**config.mk**
```make
export PLATFORM = sky130hd
export DESIGN_NAME = pulse_train_gen
export DESIGN_NICKNAME = d
export VERILOG_FILES = /design/src/rtl/pulse_train_gen.sv
export SDC_FILE = /design/constraint.sdc
export NUM_CORES = 1
export LEC_CHECK = 0
export BUFFER_PORTS_ARGS = -buffer_cell sky130_fd_sc_hd__buf_2
export CORE_MARGIN = 5
export CORE_UTILIZATION = 45
export DETAILED_ROUTE_END_ITERATION = 8
export GPL_TIMING_DRIVEN = 1
export PLACE_DENSITY = 0.69
export SYNTH_ARGS = -nofsm -noshare
export SYNTH_HDL_FRONTEND = slang
export SYNTH_SLANG_ARGS = --single-unit
```
**constraint.sdc**
```tcl
create_clock -name clock -period 3.02 [get_ports clock]
set_clock_uncertainty 0.05 [all_clocks]
set_input_delay 0.604 -clock clock [delete_from_list [all_inputs] [get_ports clock]]
set_output_delay 0.604 -clock clock [all_outputs]
set_load 0.03 [all_outputs]
```
**src/rtl/pulse_train_gen.sv**
```systemverilog
// pulse_train_gen: multi-channel programmable pulse train generator.
//
// Each channel holds shadow configuration registers (mode, high, low, count)
// written through a shared config port. A start request copies the shadows
// into working registers and launches a HIGH/LOW sequence:
//   mode 00 single     : one HIGH phase, then done strobe
//   mode 01 burst      : count pulses of HIGH/LOW, no trailing LOW, then done
//   mode 10 continuous : HIGH/LOW forever until stop, never done
//   mode 11 disabled   : start ignored
//
// Ports:
//   clock     - sole clock, rising edge
//   reset     - synchronous, active-high
//   cfg_we    - config write strobe
//   cfg_ch    - channel addressed by the config write
//   cfg_mode  - channel mode
//   cfg_high  - high-phase length in cycles (0 treated as 1)
//   cfg_low   - low-phase length in cycles (0 treated as 1)
//   cfg_count - pulses per burst (0 treated as 1)
//   start     - per-channel start request, level-sampled
//   stop      - per-channel abort request, wins over start
//   signal    - registered pulse outputs
//   busy      - channel in HIGH or LOW
//   done      - one-cycle completion strobe
module pulse_train_gen #(
  parameter int unsigned CHANNELS = 4,
  parameter int unsigned WIDTH    = 8,
  localparam int unsigned ChW     = (CHANNELS > 1) ? $clog2(CHANNELS) : 1
) (
  input  logic                clock,
  input  logic                reset,
  input  logic                cfg_we,
  input  logic [ChW-1:0]      cfg_ch,
  input  logic [1:0]          cfg_mode,
  input  logic [WIDTH-1:0]    cfg_high,
  input  logic [WIDTH-1:0]    cfg_low,
  input  logic [WIDTH-1:0]    cfg_count,
  input  logic [CHANNELS-1:0] start,
  input  logic [CHANNELS-1:0] stop,
  output logic [CHANNELS-1:0] signal,
  output logic [CHANNELS-1:0] busy,
  output logic [CHANNELS-1:0] done
);

  localparam logic [1:0] ModeSingle = 2'b00;
  localparam logic [1:0] ModeBurst  = 2'b01;
  localparam logic [1:0] ModeCont   = 2'b10;
  localparam logic [1:0] ModeOff    = 2'b11;

  typedef enum logic [1:0] {StIdle, StHigh, StLow} state_e;

  // Zero-length fields behave as one, so clamp once at start time.
  function automatic logic [WIDTH-1:0] at_least_one(input logic [WIDTH-1:0] v);
    return (v == '0) ? WIDTH'(1) : v;
  endfunction

  for (genvar g = 0; g < CHANNELS; g++) begin : g_ch
    logic [1:0]       sh_mode_q;
    logic [WIDTH-1:0] sh_high_q, sh_low_q, sh_count_q;
    logic [1:0]       mode_q;
    logic [WIDTH-1:0] high_q, low_q, count_q;
    // phase_q counts 1..len inclusive so len = 2^WIDTH-1 never wraps.
    logic [WIDTH-1:0] phase_q;
    logic [WIDTH-1:0] pulse_q;
    state_e           state_q;
    logic             done_q;
    logic             sel;

    assign sel = cfg_we && (cfg_ch == ChW'(g));

    always_ff @(posedge clock) begin
      if (reset) begin
        sh_mode_q  <= ModeOff;
        sh_high_q  <= '0;
        sh_low_q   <= '0;
        sh_count_q <= '0;
        mode_q     <= ModeOff;
        high_q     <= '0;
        low_q      <= '0;
        count_q    <= '0;
        phase_q    <= '0;
        pulse_q    <= '0;
        state_q    <= StIdle;
        done_q     <= 1'b0;
      end else begin
        // Shadows only; a running sequence keeps its working copy.
        if (sel) begin
          sh_mode_q  <= cfg_mode;
          sh_high_q  <= cfg_high;
          sh_low_q   <= cfg_low;
          sh_count_q <= cfg_count;
        end

        done_q <= 1'b0;

        if (stop[g]) begin
          state_q <= StIdle;
        end else begin
          unique case (state_q)
            StIdle: begin
              if (start[g] && (sh_mode_q != ModeOff)) begin
                mode_q  <= sh_mode_q;
                high_q  <= at_least_one(sh_high_q);
                low_q   <= at_least_one(sh_low_q);
                count_q <= at_least_one(sh_count_q);
                phase_q <= WIDTH'(1);
                pulse_q <= WIDTH'(1);
                state_q <= StHigh;
              end
            end
            StHigh: begin
              if (phase_q == high_q) begin
                phase_q <= WIDTH'(1);
                if ((mode_q == ModeCont) ||
                    ((mode_q == ModeBurst) && (pulse_q != count_q))) begin
                  state_q <= StLow;
                end else begin
                  state_q <= StIdle;
                  done_q  <= 1'b1;
                end
              end else begin
                phase_q <= phase_q + WIDTH'(1);
              end
            end
            StLow: begin
              if (phase_q == low_q) begin
                phase_q <= WIDTH'(1);
                if (mode_q == ModeBurst) begin
                  pulse_q <= pulse_q + WIDTH'(1);
                end
                state_q <= StHigh;
              end else begin
                phase_q <= phase_q + WIDTH'(1);
              end
            end
            default: state_q <= StIdle;
          endcase
        end
      end
    end

    assign signal[g] = (state_q == StHigh);
    assign busy[g]   = (state_q != StIdle);
    assign done[g]   = done_q;

    logic unused_single;
    assign unused_single = (mode_q == ModeSingle);
  end

endmodule

```
Word level (Yosys, flattened, before mapping)
Cells that the tools add are included.
{ "totals": {"memories": 0, "inputBits": 39, "wordCells": 252, "romBits": 0, "output_inout_bits": 12, "ramBits": 0, "latch_bits": 0, "regBits": 284} }
{ "op_classes": {"bitwise": 12, "magnitude_cmp": 0, "div": 0, "mux": 64, "eq_ne": 51, "addsub": 8, "reduce_logical": 69, "multipliers": 0, "shifts": 0} }
{ "op_table": {"columns": ["cell", "count"], "rows": [
  ["two-way mux 8 bit", 32],
  ["zero test 8 bit", 12],
  ["one-hot mux 8 bit (3 select lines)", 4],
  ["adder 8 x 1 -> 8 bit (second input constant)", 8],
  ["equality test 8 bit", 8],
  ["one-hot mux 8 bit (2 select lines)", 4],
  ["AND reduction 3 bit", 12],
  ["two-way mux 2 bit", 16],
  ["inequality test 2 bit (second input constant)", 16],
  ["inequality test 8 bit", 4],
  ["one-hot mux 2 bit (3 select lines)", 4],
  ["equality test 2 bit (second input constant)", 10],
  ["AND reduction 5 bit", 4],
  ["equality test 2 x 1 -> 1 bit (second input constant)", 9],
  ["nonzero test 2 bit", 8],
  ["OR reduction 4 bit", 4],
  ["logical AND 1 bit", 12],
  ["NOT 1 bit", 12],
  ["nonzero test 3 bit", 4],
  ["zero test 2 bit", 5],
  ["inequality test 2 x 1 -> 1 bit (second input constant)", 4],
  ["OR reduction 2 bit", 4],
  ["logical OR 1 bit", 4],
  ["two-way mux 1 bit", 4]
]} }

Depth between registers and ports, before layout
Gate-level depths: netlist of the first run.
{ "logic_depth": {"word_depth": 6, "mapped_depth": 8, "ltp_nobuf": 7} }

Worst setup path before layout of the first run
OpenSTA, ideal clock, no wires.
{ "synth_path": {"path_kind": "in2reg", "start": "input port start[2]", "end": "register g_ch[2].pulse_q[6]", "cell_stages": 5, "path_buffers": 0, "arrival_time_ns": 2.074, "setup_ns": 0.070, "setup_slack_ns": 0.826, "required_ns": 2.900, "path_cell_list": "a21bo_2 > a2111oi_2 > nand4_2 > or4_1 > a21oi_1"} }
{ "synth_between": {"elab_chain_cells": 3} }
{ "synth_lines": {"columns": ["element", "line", "source"], "rows": [
  ["from (decl)", "38", "input logic [CHANNELS-1:0] start,"],
  ["logical AND 1 bit", "101", "if (start[g] && (sh_mode_q != ModeOff)) begin"],
  ["inequality test 2 bit (no line)", null, null],
  ["AND reduction 5 bit (no line)", null, null],
  ["to (signal assigned)", "129", "pulse_q <= pulse_q + WIDTH'(1);"],
  ["to (decl)", "64", "logic [WIDTH-1:0] pulse_q;"]
]} }
Every way passes these cells.
A chain may end at the register's enable or synchronous reset.

Worst setup path in the final report of the first run
{ "layout_path": {"start": "register g_ch[2].state_q[0]", "end": "output port busy[2]"} }
{ "layout_between": {"elab_chain_cells": 1} }
{ "layout_lines": {"columns": ["element", "line", "source"], "rows": [
  ["from (decl)", "65", "state_e state_q;"],
  ["from (signal assigned)", "83", "state_q <= StIdle;"],
  ["from (signal assigned)", "97", "state_q <= StIdle;"],
  ["from (signal assigned)", "108", "state_q <= StHigh;"],
  ["nonzero test 2 bit", "143", "assign busy[g] = (state_q != StIdle);"],
  ["to (decl)", "41", "output logic [CHANNELS-1:0] busy,"]
]} }
Every way passes these cells.

==> flow_summary.ini, run 1 <==
[finish]
finalCoreUtilization_pct = 51.4
final_instance_count_excl_fillers = 2016
final.fill_count = 2701
layout.cells.most_common = sky130_fd_sc_hd__nand2_1
nets_final = 1677
drive_above_1_share_pct = 9.41
top_library_cells_by_usage_in_the_layout_fill_and_taps_aside = sky130_fd_sc_hd__nand2_1, sky130_fd_sc_hd__dfxtp_1, sky130_fd_sc_hd__a21oi_1
finalInstanceArea_um2 = 14400
area_growth_pct = 12.2
seqCellArea_um2 = 5690
multi_input_comb_area_um2 = 6620

[route]
drt.antenna.violating_nets = 0
drt-vias-per-instance = 5.57
dr.first_iter.drc_count = 854
wl_mm = 31.7
vias = 11226
drt_first_pass_iters = 5
wl_per_cell_um = 15.7
remaining_drc_errors = 0

[synth]
fraction_of_the_mapped_netlist_area_in_compound_gates_pct = 17.6
synth_async_sr_flop_share_pct = 0
combinational_family_with_the_most_area_after_synthesis = simple AND/OR/NAND/NOR gates
syn_nets = 1682
yosysWarnings = 0
yosys.area_share.xor_xnor_pct = 7.71
netlist-cell-type-count = 68
postSynthCellCount = 1618
post_synth.cell_area_avg_um2 = 7.93
synth_simple_gate_area_share_pct = 23.0
post-synth-top-area-fraction_pct = 44.3
synth-edff-count = 0
netlist_top_cells_area = sky130_fd_sc_hd__dfxtp_1, sky130_fd_sc_hd__nand2_1, sky130_fd_sc_hd__a21oi_1, sky130_fd_sc_hd__xnor2_1, sky130_fd_sc_hd__xor2_1
synthesis.area_um2 = 12800
synthMuxAreaShare_pct = 0.702
yosys_register_bits = 284
synth_adder_area_share_pct = 2.44
synthDominantAreaCellType = sky130_fd_sc_hd__dfxtp_1
ys_dominant_reg_cell = sky130_fd_sc_hd__dfxtp_1
seq_area_frac_synth_pct = 44.3

[worst_setup_path]
worst-setup-path-type = flop to output port
cp.arrival_ns = 1.70
worst_path_dominant_cell_family = buffers and inverters
required_ns = 2.37
worstPathCellList = inv_1, ha_1, inv_1, buf_2
worst_path_max_delay_cell = sky130_fd_sc_hd__dfxtp_1
cp_slowest_stage_delay_ns = 0.36
worstPathBufferInverterCount = 3
crit_path_start_kind = flop
critPathCaptureType = output port
worst_path_most_repeated_cell = sky130_fd_sc_hd__inv_1
critical_path.max_fanout = 6

[global_routing]
gr_overflow_total = 0
antenna_violations_before_repair = 2
grt.met3_usage_pct = 2.78
top_usage_layer = met2
globalRouteMet1Util_pct = 27.3
grt_util_met2_pct = 31.9
grt_pass1_vias = 10496
track_usage_pct = 19.5
first_pass_grt_wire_length_mm = 52.4
grt_max_degree = 111

[run]
cap_viol_max_count = 0

[placed_design]
post-place-cells = 1959
post_dp_cell_area_um2 = 13300
finalWeightedCongestion = 0.850
hpwlAfterDp_mm = 21.4
numPortBuffers = 50

[pwr]
maximum_ir_drop_on_the_vdd_rail_mv = 0.486
power-per-cell-area_nw_per_um2 = 572
leakagePower_nw = 5.29
total_power_mw = 8.24

[clock_network]
clock-sinks = 284
cts_inserted_buffers = 30
ctsResizeCount = 0
post-cts-setup-buffer-count = 0
cts_root_buf = sky130_fd_sc_hd__clkbuf_16
htree_num_levels = 1
cts.clk_slew.worst_paths_ns = 0.06
cts_max_path_buffers = 3
worst_skew_pair.late_latency_ns = 0.57
post_cts_hold_buffer_count = 0
tritoncts = done

[hold_path]
path_type_of_the_worst_min_delay_path = input pin to flop

[timing]
final-max-slew-violation-count = 0
max_slew_margin_pct = 38.5
tns_ns = 0
maxClockFrequency_ghz = 0.425
finalCritPeriodShare_pct = 78.0
hold_violations = 0
final.min_clock_period_ns = 2.36
grt_setup_unrepaired = no
setup-violations-final = 0
tightestPinTransition_ns = 0.922

[die]
die-area_um2 = 32000
design.core.area_um2 = 28000
initial_core_util_pct = 45.8
die_w_um = 179
design.portCount = 51
placementRows = 61
die_h_um = 179

[status]
outcome = completed
cell type report:
type                    count  share of cell area (%)
multi-input cells        1197                    46.0
flip-flops and latches    284                    39.5
clock buffers              35                    5.62
well taps                 378                    3.28
repair buffers             70                    3.08
clock inverters            21                    1.78
inverters                  30                   0.782
diodes                      1                  0.0174
sequential cells by signal (all words and copies together) (netlist names):
register         count
g_ch.state_q         8
g_ch.phase_q        32
g_ch.count_q        32
g_ch.sh_low_q       32
g_ch.sh_high_q      32
g_ch.pulse_q        32
g_ch.sh_mode_q       8
g_ch.high_q         32
g_ch.low_q          32
g_ch.sh_count_q     32
g_ch.mode_q          8
g_ch.done_q          4
worst paths after layout:
check	cells after the start	endpoint	from	slack, ns
setup / recovery	4	busy[2]	g_ch[2].state_q[0]	0.66
hold / removal	2	g_ch[1].done_q	stop[1]	0.28
hold reg to reg	2	g_ch[3].sh_low_q[0]	g_ch[3].sh_low_q[0]	0.40
setup reg to reg	6	g_ch[2].phase_q[7]	g_ch[2].state_q[0]	0.70
per-stage QoR:
stage / setup WS (ns) / hold slack, ns
detailed placement: 0.576 / 0.399
CTS: 0.647 / 0.254
floorplan: 0.826 / 0.386
finish: 0.665 / 0.279
global route: 0.489 / 0.264
global placement: 0.608 / 0.394
cells in the mapped netlist, types with 5 or more instances:
cell and number:
sky130_fd_sc_hd__o21ai_0 34, sky130_fd_sc_hd__mux2i_1 9, sky130_fd_sc_hd__a21oi_1 232, sky130_fd_sc_hd__a31oi_1 5, sky130_fd_sc_hd__a32o_1 6, sky130_fd_sc_hd__nor4_1 28, sky130_fd_sc_hd__clkbuf_1 91, sky130_fd_sc_hd__xnor2_1 65
sky130_fd_sc_hd__nor4b_1 5, sky130_fd_sc_hd__a21bo_2 6, sky130_fd_sc_hd__nand3_1 49, sky130_fd_sc_hd__inv_1 29, sky130_fd_sc_hd__o21a_1 7, sky130_fd_sc_hd__o311ai_0 5, sky130_fd_sc_hd__nor3_1 34, sky130_fd_sc_hd__nand4_1 21
sky130_fd_sc_hd__buf_2 7, sky130_fd_sc_hd__ha_1 25, sky130_fd_sc_hd__a211oi_1 19, sky130_fd_sc_hd__o211ai_1 17, sky130_fd_sc_hd__a311oi_1 10, sky130_fd_sc_hd__and3_1 15, sky130_fd_sc_hd__nand2b_1 6, sky130_fd_sc_hd__nand2_1 451
sky130_fd_sc_hd__xor2_1 48, sky130_fd_sc_hd__or2_2 6, sky130_fd_sc_hd__dfxtp_1 284, sky130_fd_sc_hd__nor2_1 33
metal layers:
metal  up-vias  share of wire [%]
met3        49                5.7
li1       5558                  -
met1      5311                 46
met2       306                 46
met5         -              0.022
met4         2                1.8
report_power, final:
group | switching, mW | internal, mW | leakage [nW]
Sequential | 0.0636 | 3.82 | 2.30
Combinational | 0.333 | 0.155 | 2.48
Clock | 1.59 | 2.28 | 0.508
kinds of logic after synthesis:
family	Yosys count
adder cells (fa/ha/maj)	25
flip-flops	284
AO/OA/AOI/OAI	377
AND/OR/NAND/NOR	673
buffers and inverters	137
multiplexers	9
XOR/XNOR	113
worst register-to-register path, delay by kind of cell (launching register included):
family	cells	cell delay, ns
buffers and inverters	2	0.27
AOI/OAI and AO/OA	3	1.19
DFF	1	0.33
adders and majority gates	1	0.40
No activity file was read; power rests on OpenSTA's default activity.
==> run 2: changes to the inputs <==
--- a/config.mk
+++ b/config.mk
@@ -10,7 +10,7 @@
 export CORE_UTILIZATION = 45
 export DETAILED_ROUTE_END_ITERATION = 8
 export GPL_TIMING_DRIVEN = 1
-export PLACE_DENSITY = 0.69
+export PLACE_DENSITY = 0.72
 export SYNTH_ARGS = -nofsm -noshare
 export SYNTH_HDL_FRONTEND = slang
 export SYNTH_SLANG_ARGS = --single-unit
==> constraint.sdc (replaced) <==
create_clock -name clock -period 2 [get_ports clock]
set_clock_uncertainty 0.05 [all_clocks]
set_input_delay 0.4 -clock clock [delete_from_list [all_inputs] [get_ports clock]]
set_output_delay 0.4 -clock clock [all_outputs]
set_load 0.03 [all_outputs]
==> run 2 against run 1 <==
Against the previous run:
- first-iteration DRC count up 5.0%
- final cell count up 2.8%
- die area unchanged
- count of clock-buffer cells in the layout up 11
- global-route usage up 0.48 points
- highest routed layer unchanged
- routed wire length up 2.3%
==> flow_summary.ini, run 2 (same netlist as run 1, synthesis figures left out) <==
[status]
outcome = completed

[die]
design.core.area_um2 = 28000
initial_core_util_pct = 45.8
die-area_um2 = 32000
die_h_um = 179
die_w_um = 179
design.portCount = 51
placementRows = 61

[route]
wl_per_cell_um = 15.6
drt-vias-per-instance = 5.53
vias = 11473
dr.first_iter.drc_count = 897
remaining_drc_errors = 0
drt.antenna.violating_nets = 0
wl_mm = 32.4
drt_first_pass_iters = 5

[hold_path]
whs_path_depth = 2
hp-start = stop[1]
path_type_of_the_worst_min_delay_path = input pin to flop
min_to = g_ch[1].done_q

[global_routing]
antenna_violations_before_repair = 2
gr_overflow_total = 0
track_usage_pct = 20.0
grt_pass1_vias = 10854
grt_max_degree = 75
first_pass_grt_wire_length_mm = 53.6

[worst_setup_path]
reg2reg_to = g_ch[2].state_q[1]
worstPathCellList = inv_1, ha_2, inv_2, buf_4
worstPathBufferInverterCount = 3
critical_path.max_fanout = 7
worst-setup-path-type = flop to output port
crit_path_start_kind = flop
critPathCaptureType = output port
worst_path_dominant_cell_family = flip-flops
r2r_start = g_ch[2].phase_q[0]
worst-r2r-setup-slack_ns = 0.10
worst_reg_to_reg_path_cell_count = 6
cp.arrival_ns = 1.51
required_ns = 1.55
worst_path_max_delay_cell = sky130_fd_sc_hd__dfxtp_2
cp_slowest_stage_delay_ns = 0.35

[finish]
top_library_cells_by_usage_in_the_layout_fill_and_taps_aside = sky130_fd_sc_hd__nand2_1, sky130_fd_sc_hd__dfxtp_1, sky130_fd_sc_hd__a21oi_1
nets_final = 1738
area_growth_pct = 16.0
layout.cells.most_common = sky130_fd_sc_hd__nand2_1
final.fill_count = 2618
finalInstanceArea_um2 = 14900
finalCoreUtilization_pct = 53.2
drive_above_1_share_pct = 13.4

[clock_network]
cts.clk_slew.worst_paths_ns = 0.06
post_cts_hold_buffer_count = 0
cts_root_buf = sky130_fd_sc_hd__clkbuf_16
clock-sinks = 284
worst_skew_pair.late_latency_ns = 0.56
tritoncts = done
cts_inserted_buffers = 30
htree_num_levels = 1
cts_max_path_buffers = 3

[timing]
finalCritPeriodShare_pct = 98.0
final-max-slew-violation-count = 0
hold_slack_ns = 0.0875
maxClockFrequency_ghz = 0.510
grt_setup_unrepaired = yes
final.min_clock_period_ns = 1.96
fin_ws_ns = 0.0395
setup-violations-final = 0
hold_violations = 0
tightestPinTransition_ns = 0.584
max_slew_margin_pct = 60.9

[placed_design]
finalWeightedCongestion = 0.849
hpwlAfterDp_mm = 22.3
post_dp_cell_area_um2 = 13800
numPortBuffers = 50
placement.setup.worst_slack_ns = -0.135

[pwr]
total_power_mw = 12.0
power-per-cell-area_nw_per_um2 = 808
leakagePower_nw = 5.56
maximum_ir_drop_on_the_vdd_rail_mv = 0.683

[run]
cap_viol_max_count = 0
[run 2: cell count changes in the layout (fill, tap and decap cells not counted), moves of 6 or more]
| cell | previous run | this run |
|---|---|---|
| sky130_fd_sc_hd__clkbuf_1 | 1 | 10 |
| sky130_fd_sc_hd__ha_1 | 25 | 18 |
| sky130_fd_sc_hd__dfxtp_2 | 0 | 6 |
| sky130_fd_sc_hd__buf_4 | 17 | 77 |
| sky130_fd_sc_hd__dfxtp_1 | 284 | 278 |
| sky130_fd_sc_hd__ha_2 | 0 | 6 |
[run 2: what timing repair did]
action | in CTS | in global routing
pin swaps | 0 | 4
setup endpoints to repair | 7 | 30
buffers inserted | 0 | 0
gates resized for setup | 17 | 22
cloned | 0 | 1
[run 2: layout make-up]
| class | instances | area (um2) | area share, % |
|---|---|---|---|
| Sequential cell | 284 | 5690 | 38.2 |
| Clock buffer | 46 | 871 | 5.85 |
| Multi-Input combinational cell | 1197 | 6700 | 45.0 |
| Clock inverter | 6 | 82.6 | 0.555 |
| Inverter | 30 | 115 | 0.773 |
| Antenna cell | 1 | 2.50 | 0.0168 |
| Tap cell | 378 | 473 | 3.18 |
| Timing Repair Buffer | 131 | 951 | 6.39 |
[run 2: metrics by stage]
step / TNS (ns) / std cells
after global placement: -0.300 / 2019
after global routing: -0.0439 / 2073
final: 0 / 2073
after CTS: 0 / 2071
after floorplan: 0 / 1618
after detailed placement: -0.323 / 2019
[run 2: power breakdown]
| group | internal (mW) | switching (mW) |
|---|---|---|
| clock | 3.11 | 2.25 |
| sequential | 5.77 | 0.0887 |
| combinational | 0.284 | 0.529 |
| total | 9.16 | 2.87 |
[run 2: worst max-delay path by stage]
| stage | startpoint | to | cells past startpoint |
|---|---|---|---|
| after CTS | g_ch[2].state_q[0] | busy[2] | 5 |
| after global routing | g_ch[1].state_q[0] | g_ch[1].phase_q[4] | 7 |
| after detailed placement | start[2] | g_ch[2].pulse_q[6] | 6 |
| final | g_ch[1].state_q[1] | busy[1] | 4 |
| after global placement | start[2] | g_ch[2].pulse_q[6] | 6 |
| after floorplan | g_ch[1].state_q[0] | g_ch[1].pulse_q[2] | 8 |
[run 2: metal layers]
layer	vias up	GRT usage [%]	wire (um)
li1	5682	-	-
met1	5441	27.3	14400
met2	295	33.6	15500
met3	53	2.80	1800
met4	2	4.89	682
met5	-	0	7
==> run 3: changes to the inputs <==
--- a/config.mk
+++ b/config.mk
@@ -11,6 +11,7 @@
 export DETAILED_ROUTE_END_ITERATION = 8
 export GPL_TIMING_DRIVEN = 1
 export PLACE_DENSITY = 0.72
+export SETUP_SLACK_MARGIN = 0.15
 export SYNTH_ARGS = -nofsm -noshare
 export SYNTH_HDL_FRONTEND = slang
 export SYNTH_SLANG_ARGS = --single-unit
==> run 3 against run 2 <==
Against the previous run:
- final cell count is 1.4% higher
- via count increased by 2.5%
- hold slack worse by 0.0088 ns
- setup slack better by 0.074 ns
- global-route usage increased by 0.24 points
- sequential power hardly changed
- die area unchanged
- sequential share of layout area is 1.4 points lower
- register-to-register slack better by 0.02 ns
- clock power grew 3%
- utilization rose by 2.3 points
- critical path type unchanged
- critical endpoint is now busy[3]
- highest routed layer unchanged
==> flow_summary.ini, run 3 (same netlist as run 1, synthesis figures left out) <==
[clock_network]
cts_max_path_buffers = 3
tritoncts = done
cts.clk_slew.worst_paths_ns = 0.06
worst_skew_pair.late_latency_ns = 0.57
cts_root_buf = sky130_fd_sc_hd__clkbuf_16
clock-sinks = 284
post_cts_hold_buffer_count = 0
cts_inserted_buffers = 29
htree_num_levels = 1

[timing]
maxClockFrequency_ghz = 0.530
hold_slack_ns = 0.0787
fin_ws_ns = 0.114
final.min_clock_period_ns = 1.89
hold_violations = 0
tns_ns = 0
max_slew_margin_pct = 56.5
grt_setup_unrepaired = yes
finalCritPeriodShare_pct = 94.3
setup-violations-final = 0
tightestPinTransition_ns = 0.653
final-max-slew-violation-count = 0

[worst_setup_path]
worstPathCellList = inv_1, ha_4, buf_6, inv_4, buf_6
worst-setup-path-type = flop to output port
worst_path_max_delay_cell = sky130_fd_sc_hd__dfxtp_2
crit_path_start_kind = flop
cp.arrival_ns = 1.44
worst_reg_to_reg_path_cell_count = 5
critPathCaptureType = output port
reg2reg_to = g_ch[2].pulse_q[6]
required_ns = 1.55
worst-r2r-setup-slack_ns = 0.12
worst_path_most_repeated_cell = sky130_fd_sc_hd__buf_6
r2r_start = g_ch[2].sh_mode_q[0]
critical_path.max_fanout = 4
cp_slowest_stage_delay_ns = 0.33

[placed_design]
numPortBuffers = 50
finalWeightedCongestion = 0.848
hpwlAfterDp_mm = 22.5
placement.setup.worst_slack_ns = -0.0336
post_dp_cell_area_um2 = 13700
post-place-cells = 2008

[pwr]
total_power_mw = 12.3
power-per-cell-area_nw_per_um2 = 790
leakagePower_nw = 5.77
maximum_ir_drop_on_the_vdd_rail_mv = 0.730

[route]
vias = 11761
drt-vias-per-instance = 5.60
drt.antenna.violating_nets = 0
remaining_drc_errors = 0
dr.first_iter.drc_count = 1019
wl_mm = 34.1
drt_first_pass_iters = 7
wl_per_cell_um = 16.2

[global_routing]
gr_overflow_total = 0
first_pass_grt_wire_length_mm = 53.9
grt_pass1_vias = 10867
grt_max_degree = 64
antenna_violations_before_repair = 4
track_usage_pct = 20.3

[finish]
multi_input_comb_area_um2 = 7050
nets_final = 1764
finalCoreUtilization_pct = 55.4
final.fill_count = 2572
top_library_cells_by_usage_in_the_layout_fill_and_taps_aside = sky130_fd_sc_hd__nand2_1, sky130_fd_sc_hd__dfxtp_1, sky130_fd_sc_hd__a21oi_1
seqCellArea_um2 = 5730
final_instance_count_excl_fillers = 2102
drive_above_1_share_pct = 18.5
area_growth_pct = 21.0
finalInstanceArea_um2 = 15500
layout.cells.most_common = sky130_fd_sc_hd__nand2_1

[die]
die-area_um2 = 32000
die_w_um = 179
design.core.area_um2 = 28000
placementRows = 61
design.portCount = 51
initial_core_util_pct = 45.8
die_h_um = 179

[hold_path]
min_to = g_ch[2].sh_low_q[0]
whs_path_depth = 3
hp-start = cfg_low[0]
path_type_of_the_worst_min_delay_path = input pin to flop

[run]
cap_viol_max_count = 0

[status]
outcome = completed
-- run 3: cell types whose count changed in the layout (fill, tap and decap cells not counted), sizes merged --
cell and delta:
inv +1, bufinv +1, clkbuf -3, diode +1, buf +28, clkinvlp +1
-- run 3: cell type report --
type                            instances  area share (%)
Multi-Input combinational cell       1197            45.4
Clock buffer                           44            5.62
Sequential cell                       284            36.9
Tap cell                              378            3.05
Antenna cell                            2          0.0322
Clock inverter                          9           0.741
Timing Repair Buffer                  158            7.45
Inverter                               30           0.870
-- run 3: worst max-delay path, delay by kind of cell (launching register included) --
kind                     cells  cell delay [ns]
flip-flops                   1             0.33
adder cells (fa/ha/maj)      1             0.18
buffers and inverters        4             0.38
-- run 3: metal layers --
layer,part of all wire (%),global-route usage [%]
met5,0.041,0
met2,47,33.4
met3,6.3,3.61
met4,2.0,4.76
met1,44,27.7
-- run 3: how the worst max path moves through the flow --
stage	start	to	slack, ns
3_5_place_dp	start[2]	g_ch[2].pulse_q[6]	-0.03
5_1_grt	g_ch[2].phase_q[5]	g_ch[2].pulse_q[6]	0.04
6_report	g_ch[3].state_q[1]	busy[3]	0.11
2_1_floorplan	g_ch[1].state_q[0]	g_ch[1].phase_q[5]	0.06
4_1_cts	g_ch[2].state_q[0]	busy[2]	0.07
3_3_place_gp	start[2]	g_ch[2].pulse_q[6]	-0.02
-- run 3: power by group --
group / leakage, nW / switching [mW] / internal, mW
clock: 0.483 / 2.27 / 3.27
sequential: 2.31 / 0.0943 / 5.76
combinational: 2.98 / 0.563 / 0.315
-- run 3: what timing repair did --
item                                    4_1_cts  5_1_grt
gates cloned                                  1        3
endpoints found under the setup margin       36      117
pin swaps                                    12       34
gates resized for setup                      51       94
setup buffers                                19       16
